## config.mk

```make
export PLATFORM = sky130hd
export DESIGN_NAME = contador_modos
export DESIGN_NICKNAME = d
export VERILOG_FILES = /design/src/rtl/contador_pkg.sv /design/src/rtl/contador_next.sv /design/src/rtl/contador_modos.sv
export SDC_FILE = /design/constraint.sdc
export NUM_CORES = 1
export LEC_CHECK = 0
export CAP_MARGIN = 20
export CORE_MARGIN = 2
export CORE_UTILIZATION = 46
export DETAILED_ROUTE_END_ITERATION = 10
export HOLD_SLACK_MARGIN = 0.08
export PLACE_DENSITY = 0.86
export SYNTH_ARGS = -nofsm -noshare
export SYNTH_HDL_FRONTEND = slang
export SYNTH_SLANG_ARGS = --single-unit
```

## constraint.sdc

```tcl
create_clock -name clk -period 1.7 [get_ports clk]
set_input_delay 0.51 -clock clk [delete_from_list [all_inputs] [get_ports clk]]
set_output_delay 0.51 -clock clk [all_outputs]
set_load 0.05 [all_outputs]
```

## src/rtl/contador_pkg.sv

```systemverilog
// Shared encodings for the contador_modos counter/shift register:
// operation-select codes and load-then-run FSM states.
package contador_pkg;

    typedef enum logic [1:0] {
        MODO_UP    = 2'b00,
        MODO_DOWN  = 2'b01,
        MODO_SHIFT = 2'b10,
        MODO_LOAD  = 2'b11
    } modo_e;

    typedef enum logic [1:0] {
        ST_IDLE   = 2'b00,
        ST_LOADED = 2'b01,
        ST_RUN    = 2'b10
    } state_e;

endpackage

```

## src/rtl/contador_next.sv

```systemverilog
// Combinational next-value logic: next count, ripple carry/borrow and shift-out bit.
// Build option SATURATE_EN: up/down stop at the limits instead of wrapping.
module contador_next
    import contador_pkg::*;
#(
    parameter int WIDTH = 4
) (
    input  logic             enable_i,
    input  modo_e            modo_i,
    input  logic [WIDTH-1:0] count_i,
    input  logic [WIDTH-1:0] d_i,
    input  logic             serial_in_i,
    output logic [WIDTH-1:0] count_d_o,
    output logic             rco_o,
    output logic             shift_bit_o
);

    localparam logic [WIDTH-1:0] ONE = {{(WIDTH-1){1'b0}}, 1'b1};

    logic at_max_s;
    logic at_zero_s;
    logic limit_s;

    assign at_max_s  = &count_i;
    assign at_zero_s = ~|count_i;

    // Next count and limit detection by operation mode
    always_comb begin
        count_d_o   = count_i;
        limit_s     = 1'b0;
        shift_bit_o = count_i[0];
        case (modo_i)
            MODO_UP: begin
                limit_s = at_max_s;
`ifdef SATURATE_EN
                if (at_max_s) count_d_o = count_i;
                else          count_d_o = count_i + ONE;
`else
                count_d_o = count_i + ONE;
`endif
            end
            MODO_DOWN: begin
                limit_s = at_zero_s;
`ifdef SATURATE_EN
                if (at_zero_s) count_d_o = count_i;
                else           count_d_o = count_i - ONE;
`else
                count_d_o = count_i - ONE;
`endif
            end
            MODO_SHIFT: count_d_o = {serial_in_i, count_i[WIDTH-1:1]};
            MODO_LOAD:  count_d_o = d_i;
            default:    count_d_o = count_i;
        endcase
    end

    assign rco_o = enable_i & limit_s;

endmodule

```

## src/rtl/contador_modos.sv

```systemverilog
// Up/down counter, shift register and parallel load with cascadable rco and a
// load-then-run busy handshake. Build option SATURATE_EN selects saturating counts.
module contador_modos
    import contador_pkg::*;
#(
    parameter int               WIDTH = 4,
    parameter logic [WIDTH-1:0] INIT  = {WIDTH{1'b0}}
) (
    input  logic             clk,
    input  logic             reset,
    input  logic             enable,
    input  logic [1:0]       modo,
    input  logic [WIDTH-1:0] d,
    input  logic             serial_in,
    output logic [WIDTH-1:0] count,
    output logic             rco,
    output logic             serial_out,
    output logic             busy
);

    modo_e            modo_s;
    logic [WIDTH-1:0] count_q;
    logic [WIDTH-1:0] count_d;
    logic             shift_bit_s;
    logic             serial_out_q;
    logic             busy_q;
    state_e           state_q;

    assign modo_s = modo_e'(modo);

    contador_next #(.WIDTH(WIDTH)) u_next (
        .enable_i    (enable),
        .modo_i      (modo_s),
        .count_i     (count_q),
        .d_i         (d),
        .serial_in_i (serial_in),
        .count_d_o   (count_d),
        .rco_o       (rco),
        .shift_bit_o (shift_bit_s)
    );

    // Count/shift registers plus the load-then-run FSM with registered busy
    always_ff @(posedge clk or negedge reset) begin
        if (!reset) begin
            count_q      <= INIT;
            serial_out_q <= 1'b0;
            busy_q       <= 1'b0;
            state_q      <= ST_IDLE;
        end else if (enable) begin
            count_q <= count_d;
            if (modo_s == MODO_SHIFT) serial_out_q <= shift_bit_s;
            case (state_q)
                ST_IDLE: begin
                    if (modo_s == MODO_LOAD) begin
                        state_q <= ST_LOADED;
                        busy_q  <= 1'b1;
                    end
                end
                ST_LOADED: begin
                    if (modo_s == MODO_UP || modo_s == MODO_DOWN) begin
                        state_q <= ST_RUN;
                    end else if (modo_s == MODO_SHIFT) begin
                        state_q <= ST_IDLE;
                        busy_q  <= 1'b0;
                    end
                end
                ST_RUN: begin
                    // rco is only ever high for an up/down edge at the limit
                    if (modo_s == MODO_LOAD) begin
                        state_q <= ST_LOADED;
                    end else if (rco) begin
                        state_q <= ST_IDLE;
                        busy_q  <= 1'b0;
                    end
                end
                default: begin
                    state_q <= ST_IDLE;
                    busy_q  <= 1'b0;
                end
            endcase
        end
    end

    assign count      = count_q;
    assign serial_out = serial_out_q;
    assign busy       = busy_q;

endmodule

```

# Word-level counts from Yosys, hierarchy flattened

Cells that the tools add are included.

Add/sub/neg operators: 2
Eq/ne operators: 12
Muxes and demuxes: 14
Bitwise operators: 1
Reduce and logical (&&, ||, !) cells: 9

Operator list:

| kind                  | number |
|---|---|
| $pmux W4 S4           | 1 |
| $mux W2               | 5 |
| $ne A2 B2 Y1 const B  | 5 |
| $reduce_and A4 Y1     | 2 |
| $eq A2 B2 Y1 const B  | 3 |
| $ne A3 B3 Y1 const B  | 2 |
| $pmux W2 S3           | 1 |
| $reduce_and A6 Y1     | 1 |
| $mux W1               | 5 |
| $add A4 B1 Y4 const B | 1 |
| $eq A2 B1 Y1 const B  | 2 |
| $logic_not A2 Y1      | 2 |
| $reduce_or A4 Y1      | 1 |
| $sub A4 B1 Y4 const B | 1 |
| $pmux W1 S3           | 1 |
| $pmux W1 S2           | 1 |
| $reduce_and A2 Y1     | 1 |
| $and A1 B1 Y1         | 1 |
| $logic_not A1 Y1      | 1 |
| $logic_or A1 B1 Y1    | 1 |

Flip-flop bits (word level): 8

# Longest topological paths before layout

Word-level depth: 7
Mapped depth: 6
Mapped depth without buffers: 6

# Cells and area by module

From an unflattened synthesis, not the netlist that was laid out.

Cell total of the unflattened synthesis: 57
Area total of the unflattened synthesis: 608.1 um^2

By module, submodules not included:

| module         | times used | cells each | area an instance (um^2) | seq. area each (um^2) |
|---|---|---|---|---|
| contador_modos | 1          | 30         | 380.4                   | 200.2 |
| contador_next  | 1          | 27         | 227.7                   | 0.0 |

# Worst setup path after synthesis

Ideal clock, no wire load.

Kind: flip-flop to output port
Start point: reg count_q[1] (netlist: count[1])
End point: out rco
Data arrival time: 2281 ps
Required time: 1190 ps
Setup slack: -1091 ps
Stages on the path, launching flop included: 4
Buffers on the path: 0
Cells stage by stage: dfrtp_1 nor4b_1 mux2i_1 nor3b_1

Cells in the longest elaborated chain, start to end: 4
Elaborated cells on any way between the ends: 5
Classes of those cells: 1 x mux; 1 x bitwise; 3 x reduce/logical

RTL lines:

| what                     | line                 | text |
|---|---|---|
| start: declaration       | contador_modos.sv:22 | `logic [WIDTH-1:0] count_q;` |
| start signal: assignment | contador_modos.sv:50 | `count_q <= count_d;` |
| $reduce_or A4 Y1         | contador_next.sv:25  | `assign at_zero_s = ~\|count_i;` |
| $logic_not A1 Y1         | contador_next.sv:25  |  |
| $pmux W1 S2 (*)          | contador_next.sv:32  | `case (modo_i)` |
| $and A1 B1 Y1 (*)        | contador_next.sv:57  | `assign rco_o = enable_i & limit_s;` |
| end: declaration         | contador_modos.sv:16 | `output logic rco,` |

Mark *: on every way between the ends. The rest lies on a longest branch, timed or not.

# Worst setup path after layout

Start point: reg count_q[0] (netlist: count[0])
End point: out rco

The elaborated chain is that of the path after synthesis.

==> summary.md <==
| Metric | Value |
|---|---|
| Crit path cell chain | `nor4b_4 > mux2i_2 > nor3b_4 > buf_12` |
| Final critical-path share of the clock period | `120%` |
| Synth Warn # | `0` |
| Hold-fix buffers at CTS | `0` |
| Max VDD drop | `~1000 uV` |
| Status | `finished, violations left` |
| DRT iter0 DRCs | `26` |
| CP endpoint kind | `output pin` |
| WHS | `0.531 ns` |
| Peak Freq | `between 400 and 500 MHz` |
| Slowest stage delay, CP | `between 0.4 and 0.5 ns` |
| HPWL Detailed | `roughly 1.2 mm` |
| Initial antenna violation count | `0` |
| Reg area | `203 um^2` |
| CP arrival | `1.53 ns` |
| RSZ-0062 raised after global routing | `yes` |
| Failing checks | `setup timing` |
| Post-route cell area | `1030 um^2` |
| Rel. slew slack | `~76%` |
| # fillers | `78` |
| H-tree depth | `1` |
| Cells after synthesis | `68` |
| Pre-CTS setup slack | `-0.698 ns` |
| Routed length per placed instance | `approximately 15 um` |
| Clock transition at path regs | `0.06 ns` |
| Vias in the first global route | `580` |
| CTS Sinks | `8` |
| Area of the multi-input gates | `450 um^2` |
| Via Count | `629` |
| Bufs and invs on worst path | `1` |
| CP required | `1.19 ns` |
| Core area | `1280 um^2` |
| Core Rows | `13` |
| Worst-Margin Slew | `0.366 ns` |
| Max clock buf depth | `2` |
| Synth area leader | `dfrtp_1` |
| Clk_skew | `0.00728 ns` |
| Final Hold Viols | `0` |
| Critical Path Slowest Stage Cell | `dfrtp_1` |
| Starting Density | `48.4%` |
| Post-Syn Area | `622 um^2` |
| Final Wtd Congestion | `roughly 0.75` |
| CP top delay family | `simple AND/OR/NAND/NOR gates` |
| Nets | `110` |
| Gr usage total | `24.4%` |
| DR vias/cell | `5.72` |
| Min Tclk post-route | `2.04 ns` |
| Cell Area, Placed | `~950 um^2` |
| #FFs+latches synth | `8` |
| Top cells by area, synth | `dfrtp_1 32%, mux2i_1 8.0%, nand2_1 4.2%, ha_1 4.0%, mux2_2 3.6%` |
| Max-Cap Viols | `0` |
| Ant. Diodes | `0` |
| ANT nets after route | `0` |
| Seq/Total Area, Yosys | `between 30% and 40%` |
| Syn-to-layout area delta | `65.4%` |
| TNS Setup | `-0.344 ns` |
| Max-slew violation count | `0` |
| Root Buffer | `clkbuf_4` |
| Most frequent cells in the layout | `11 x buf_4, 7 x nand2_1, 7 x buf_12` |
| Post-Syn Nets | `81` |
| Cts bufs inserted | `3` |
| Drt drc | `0` |
| Die Area | `1660 um^2` |
| Leak | `0.453 nW` |
| Setup slack after layout | `-0.344 ns` |
| Worst Hold Class | `in2async` |
| Boundary Pins | `17` |
| Non-Filler Instances | `110` |
| Global route total overflow | `0` |
| WL final | `about 1.7 mm` |
| DRT Pass-1 Iters | `5` |
| Syn_area_per_cell | `9.14 um^2` |
| Max FO, Critical Path | `3` |
| Final core occ | `80.0%` |
| Commonest non-fill, non-tap cell in the layout | `buf_4` |
| Die X | `40.8 um` |
| Worst skew pair latency | `0.26 ns` |
| Pin count of the biggest net entering global routing | `16` |
| Synth top area share | `32.2%` |
| Library cells used by synthesis | `32` |
| CTS tree | `yes` |
| Die height | `40.8 um` |
| # setup viols final | `1` |
| First-pass GRT wire length | `2.60 mm` |
| CP startpoint kind | `flip-flop` |
| Placed Instances | `between 100 and 150` |
| # port buffers | `16` |
| Overall power | `roughly 1.5 mW` |
| Layout cell share with drive strength beyond 1 | `41.1%` |
| Critical path class | `reg2out` |
| PD cells | `1430 nW/um^2` |
[timing repair]
item / CTS / global route
gates resized for setup: 12 / 7
pin swaps: 4 / 2
setup endpoints to repair: 6 / 3
buffers inserted: 0 / 1
[sequential cells by signal, summed over array words and instances (netlist names)]
signal / flops
serial_out: 1
state_q: 2
busy: 1
count: 4
[kinds of logic (layout without fill, tap and decap cells)]
logic type               Yosys count  after routing  share of synthesized area, %
multiplexers                       8              8                          13.5
adder cells (fa/ha/maj)            3              3                          7.24
XOR/XNOR                           1              1                          1.41
flip-flops                         8              8                          32.2
AND/OR/NAND/NOR                   24             24                          21.5
buffers and inverters              8             35                          6.44
AO/OA/AOI/OAI                     16             16                          17.7
[synthesized netlist by cell type]
cell type  instances
a21oi_1            3
a22o_1             1
a22oi_1            1
a31oi_1            1
and2b_2            1
and3_1             1
and4b_1            1
buf_2              2
buf_4              2
dfrtp_1            8
fa_1               1
ha_1               2
inv_1              4
mux2_1             1
mux2_2             2
mux2i_1            5
nand2_1            7
nand2b_1           1
nand3_1            1
nand3b_1           1
nand4_1            2
nor2_1             5
nor2b_1            1
nor3b_1            1
nor4b_1            1
o211ai_1           2
o21ai_0            4
o21ai_1            1
o221ai_1           2
o221ai_2           1
or4b_1             1
xor2_1             1
[power by group]
part	internal (mW)	total, mW	switching [mW]
sequential	0.262	0.357	0.0953
combinational	0.476	0.968	0.492
clock	0.0808	0.146	0.0651
[worst register-to-register path: stages, from the launching register on]
cell and delay, ns:
dfrtp_2 0.43, buf_4 0.17, fa_1 0.47, nor2_2 0.13
a21oi_2 0.04, mux2_2 0.26
[routing by layer]
layer / routed length [um] / track usage [%]
met4: 0 / 2.50
met1: 734 / 30.6
met5: 0 / 0
met2: 874 / 41.7
met3: 71 / 8.15
[final timing paths]
kind / startpoint / cells after the start / slack [ns] / to
min in group clk: serial_out / 1 / 0.55 / serial_out
worst min register to register: serial_out / 1 / 0.55 / serial_out
max in group asynchronous: reset / 1 / 0.87 / count[1]
worst max-delay path: count[0] / 4 / -0.34 / rco
worst min-delay path: reset / 1 / 0.53 / state_q[1]
worst max register to register: count[1] / 5 / 0.09 / count[1]
[cell type report]
| type | instances | share of cell area (%) |
|---|---|---|
| inverters | 4 | 1.46 |
| well taps | 15 | 1.82 |
| flip-flops and latches | 8 | 19.7 |
| repair buffers | 28 | 31.0 |
| clock buffers | 3 | 2.19 |
| multi-input cells | 52 | 43.8 |
Note: power is estimated with default switching activity, not from simulation.
